### config.mk
export PLATFORM = sky130hd
export DESIGN_NAME = counter_flop
export DESIGN_NICKNAME = d
export VERILOG_FILES = /design/src/rtl/counter_flop.sv
export SDC_FILE = /design/constraint.sdc
export NUM_CORES = 1
export LEC_CHECK = 0
export ABC_AREA = 1
export CAP_MARGIN = 10
export CELL_PAD_IN_SITES_DETAIL_PLACEMENT = 1
export CELL_PAD_IN_SITES_GLOBAL_PLACEMENT = 1
export CORE_UTILIZATION = 23
export DETAILED_ROUTE_END_ITERATION = 10
export GPL_ROUTABILITY_DRIVEN = 1
export PLACE_DENSITY_LB_ADDON = 0.1
export SYNTH_ARGS = -nofsm -noshare
export SYNTH_HDL_FRONTEND = slang
export SYNTH_SLANG_ARGS = --single-unit
export TNS_END_PERCENT = 10
### constraint.sdc
create_clock -name clk -period 4.04 [get_ports clk]
set_clock_uncertainty 0.15 [all_clocks]
set_input_delay 1.212 -clock clk [delete_from_list [all_inputs] [get_ports clk]]
set_output_delay 1.212 -clock clk [all_outputs]
set_load 0.02 [all_outputs]
### src/rtl/counter_flop.sv
// counter_flop: one BCD digit of a chained seconds/ns counter plus its
// 8x16 seven-segment glyph renderer for a pixel-scanning display.
// A base stage (COUNT_SIZE=20) advances whenever the free-running ns tick
// count reaches 999999. A cascaded stage (COUNT_SIZE=4) advances when the
// previous digit is 9 and the global tick is at 999999. That is the same
// edge on which the previous stage wraps 9->0.
module counter_flop #(
    parameter logic [10:0] X_BOX      = 11'd820,
    parameter logic [9:0]  Y_BOX      = 10'd72,
    parameter logic [4:0]  COUNT_SIZE = 5'd20
) (
    input  logic                  clk,
    input  logic                  rst,
    input  logic [COUNT_SIZE-1:0] count_enable_in,
    input  logic [19:0]           time_ns,
    input  logic [10:0]           x,
    input  logic [9:0]            y,
    output logic [3:0]            count_enable_out,
    output logic                  pixel_on
);

    localparam logic [19:0] TICK_LAST = 20'd999999;

    logic       inc;
    logic [3:0] digit;

    // Increment qualifier: its source depends on the position in the chain.
    generate
        if (COUNT_SIZE == 5'd20) begin : g_base
            // The base stage reads its own tick input. The global tick is not needed here.
            logic unused_time_ns;
            assign unused_time_ns = ^time_ns;
            assign inc = (count_enable_in == TICK_LAST);
        end else begin : g_cascade
            assign inc = (count_enable_in[3:0] == 4'd9) && (time_ns == TICK_LAST);
        end
    endgenerate

    // Digit register: async clear, wraps 9->0, and recovers from 10..15 to 0.
    always_ff @(posedge clk or negedge rst) begin
        if (!rst) begin
            digit <= 4'd0;
        end else if (inc) begin
            digit <= (digit >= 4'd9) ? 4'd0 : digit + 4'd1;
        end
    end

    assign count_enable_out = digit;

    // Glyph box geometry. The values are widened to 12 bits so that the far edges cannot wrap.
    logic [11:0] x_ext;
    logic [11:0] y_ext;
    logic [11:0] x_lo;
    logic [11:0] y_lo;
    logic [11:0] lx;
    logic [11:0] ly;
    logic        in_box;

    assign x_ext = {1'b0, x};
    assign y_ext = {2'b00, y};
    assign x_lo  = {1'b0, X_BOX};
    assign y_lo  = {2'b00, Y_BOX};
    assign lx    = x_ext - x_lo;
    assign ly    = y_ext - y_lo;

    // Box test: 8 columns by 16 rows from the (X_BOX, Y_BOX) corner.
    always_comb begin
        in_box = (x_ext >= x_lo) && (x_ext < x_lo + 12'd8) &&
                 (y_ext >= y_lo) && (y_ext < y_lo + 12'd16);
    end

    // Segment lit mask for the current digit, bit order {a,b,c,d,e,f,g}.
    logic [6:0] seg_lit;

    always_comb begin
        seg_lit = 7'b0000000;
        case (digit)
            4'd0:    seg_lit = 7'b1111110;
            4'd1:    seg_lit = 7'b0110000;
            4'd2:    seg_lit = 7'b1101101;
            4'd3:    seg_lit = 7'b1111001;
            4'd4:    seg_lit = 7'b0110011;
            4'd5:    seg_lit = 7'b1011011;
            4'd6:    seg_lit = 7'b1011111;
            4'd7:    seg_lit = 7'b1110000;
            4'd8:    seg_lit = 7'b1111111;
            4'd9:    seg_lit = 7'b1111011;
            default: seg_lit = 7'b0000000;
        endcase
    end

    // Segment regions in box-local coordinates. The segments overlap at the corners.
    logic [6:0] seg_hit;

    always_comb begin
        seg_hit    = 7'b0000000;
        // a: top bar
        seg_hit[6] = (ly <= 12'd1) && (lx >= 12'd1) && (lx <= 12'd6);
        // b: upper right
        seg_hit[5] = (lx >= 12'd6) && (lx <= 12'd7) && (ly <= 12'd8);
        // c: lower right
        seg_hit[4] = (lx >= 12'd6) && (lx <= 12'd7) && (ly >= 12'd7) && (ly <= 12'd15);
        // d: bottom bar
        seg_hit[3] = (ly >= 12'd14) && (ly <= 12'd15) && (lx >= 12'd1) && (lx <= 12'd6);
        // e: lower left
        seg_hit[2] = (lx <= 12'd1) && (ly >= 12'd7) && (ly <= 12'd15);
        // f: upper left
        seg_hit[1] = (lx <= 12'd1) && (ly <= 12'd8);
        // g: middle bar
        seg_hit[0] = (ly >= 12'd7) && (ly <= 12'd8) && (lx >= 12'd1) && (lx <= 12'd6);
    end

    // Pixel output: lit when inside the box and on any lit segment.
    always_comb begin
        pixel_on = in_box && ((seg_hit & seg_lit) != 7'b0000000);
    end

endmodule

==> reports/metrics.csv <==
metric;value;unit
total CTS buffers;3;
CP max-delay cell;ha_4;
maximum clock path buffer count;2;
cell breakdown of the critical path;buf_8 -> inv_4 -> ha_4 -> nand2_4 -> nand2_4 -> nand2_2 -> nand2_2 -> nand2_2 -> nor2_4 -> buf_6 -> nand4_1 -> nand2_1 -> nand2_1 -> nand2_1 -> nand2_1 -> a21oi_2 -> buf_6;
deepest level of the CTS H-tree;1;
HPWL after detailed placement;3.32;mm
hold-fix buffer count after cts;0;
drt wl/cell;12.2;um
global route total overflow;0;
number of fill cells;573;
max_cap viols;0;
biggest area consumer among synthesized cells;nand2_1;
boundary pin count;68;
final worst-path cycle share;1.03;
Synth cell types;28;
CTS clk-pin slew, worst paths;0.03;ns
footprint of the flip-flops and latches;100;sq um
remaining max-slew budget at the tightest pin;0.755;
most frequent cell after synthesis;nand2_1;
via count of the first global-routing pass;1652;
area added between synthesis and finish;99.4;%
final critical path time including I/O delays and setup;4.16;ns
post-route ant nets;0;
setup slack after layout;-0.119;ns
CTS tree;yes;
count of routing violations after the opening detailed-route iteration;15;
Root Buffer;clkbuf_8;
violated checks;setup timing;
largest net degree at the start of global routing;9;
drt pass-1 iters;6;
initial core utilization;0.246;
Remaining DRCs;0;
placed instance count;325;
chip height;71.1;um
kind of start point of the critical path;input pin;
flop and latch count out of synthesis;4;
Synth top area share;0.150;
number of nets in the finished design;362;
clock sink count;4;
Row Count;24;
RD Place Congestion;0.760;
outcome;finished, violations left;
number of flip-flops in the largest register;4;
total power draw;287;uW
chip width;71.1;um
layout cells sized above 1;0.358;
final-report max-slew violation count;0;
mean number of vias per cell;4.56;
Worst Hold Class;flop to flop;
synthesized area per cell;5.75;sq um
Setup violations, final;1;
largest cells by area after synthesis;nand2_1, ha_1, inv_1;
core region area;4470;sq um
top post-synthesis cells by count;nand2_1, inv_1, nand3_1, nor2_1;
Syn Inst Count;191;
global-route wire length before repair;7.31;mm
CP endpoint kind;output pin;
Worst Path Arrival;2.80;ns
sequential-to-total area share from yosys stat;0.0911;
count of buffers from port buffering;47;
total number of vias;1538;
synth warn;0;
number of flops mapped to enable cells by yosys;0;
Post-synth top flop;dfrtp_1;
Tightest Pin Transition;0.364;ns
total area of multi-input combinational cells;1040;sq um
count of endpoints failing hold in the final timing report;0;
f_max;240;MHz
Crit Path Max Fanout;4;
share of synthesized registers carrying an async set or reset;1.00;
Die Footprint;5060;sq um
RSZ-0062 raised after global routing;yes;
All-Layer GR Usage;0.177;
cell area after technology mapping;1100;sq um
Clock Latency Late Sink;0.22;ns
most numerous cell on the critical path;nand2_1;
count of antenna diodes in the layout;0;
post-layout instance count excluding filler cells;337;
Net Count, Synth;266;
max incr delay on CP;0.18;ns
final core occ;0.490;
worst reg-to-reg setup slack;2.41;ns
WS Path Type;input pin to output pin;
routed wire length;4.12;mm
initial antenna violation count;0;
PD cells;131;nW/um^2
worst supply voltage drop on vdd;163;uV
Worst Path Required;2.68;ns
leakage power of the design;0.00104;uW
placement-stage worst setup slack;-1.12;ns
[logic make-up (layout without fill, tap and decap cells)]
| kind of cell | after synthesis | in the layout | synth area share |
|---|---|---|---|
| compound gates | 29 | 29 | 0.147 |
| xor+xnor | 4 | 4 | 0.0319 |
| fa+ha+maj | 12 | 12 | 0.137 |
| buf+inv | 32 | 126 | 0.110 |
| flops | 4 | 4 | 0.0911 |
| simple gates | 110 | 110 | 0.483 |
[per-stage QoR]
stage               cell area, sq um  hold WS, ns  setup TNS [ns]
floorplan                       1100        0.501               0
detailed placement              1900        0.412           -1.12
finish                          2190        0.412          -0.119
CTS                             2180        0.419          -0.101
global route                    2190        0.470          -0.260
global placement                1900        0.404           -1.09
[power by group]
part | leakage [uW] | switching [uW] | internal, uW
Combinational | 0.000962 | 71.6 | 91.4
Clock | 0.0000216 | 20.3 | 63.5
Sequential | 0.0000559 | 0.00136 | 40.4
[layout make-up]
| type | count | share of cell area |
|---|---|---|
| clock buffer | 3 | 0.0188 |
| inverter | 31 | 0.0543 |
| multi-input combinational | 155 | 0.475 |
| sequential | 4 | 0.0457 |
| tap | 52 | 0.0297 |
| timing repair buffer | 92 | 0.376 |
[worst paths after layout]
| path | startpoint | endpoint | cells after the start |
|---|---|---|---|
| worst max-delay path | y[4] | pixel_on | 17 |
| worst min-delay path | count_enable_out[3] | count_enable_out[3] | 2 |
| worst max register to register | count_enable_out[1] | count_enable_out[3] | 6 |
| worst min register to register | count_enable_out[3] | count_enable_out[3] | 2 |
| max in group asynchronous | rst | count_enable_out[2] | 1 |
| min in group asynchronous | rst | count_enable_out[3] | 1 |
[worst max-delay path: cells and delay by family]
family	cells	cell delay [ns]
simple gates	11	0.84
compound gates	1	0.16
fa+ha+maj	1	0.18
buf+inv	4	0.42
[cell usage in the layout (no fill, tap or decap), types with 2 or more instances in the layout]
cell,count
a21oi_1,8
a21oi_2,3
buf_4,40
buf_6,7
clkbuf_8,3
clkdlybuf4s50_1,34
dfrtp_1,4
dlygate4sd2_1,7
ha_1,9
ha_4,3
inv_1,24
inv_2,5
nand2_1,36
nand2_2,14
nand2_4,3
nand3_1,14
nand3_2,5
nand4_1,8
nor2_1,11
nor2_2,3
nor2_4,3
nor3_1,2
nor4_1,5
o21ai_0,11
or2_2,3
xor2_1,2
[repair_timing]
action | 4_1_cts | 5_1_grt
resized for setup | 74 | 4
endpoints found under the hold margin | 0 | 0
endpoints found under the setup margin | 1 | 1
cloned | 0 | 0
setup buffers | 9 | 0
pin swaps | 19 | 3
[metal layers]
metal	vias to the layer above	wire length (um)	global-route usage
met2	10	2240	0.351
met1	704	1850	0.211
met5	-	0	0
li1	824	-	-
met4	0	0	0.0200
met3	0	30	0.0114
Power figures use the tool's default switching activity.
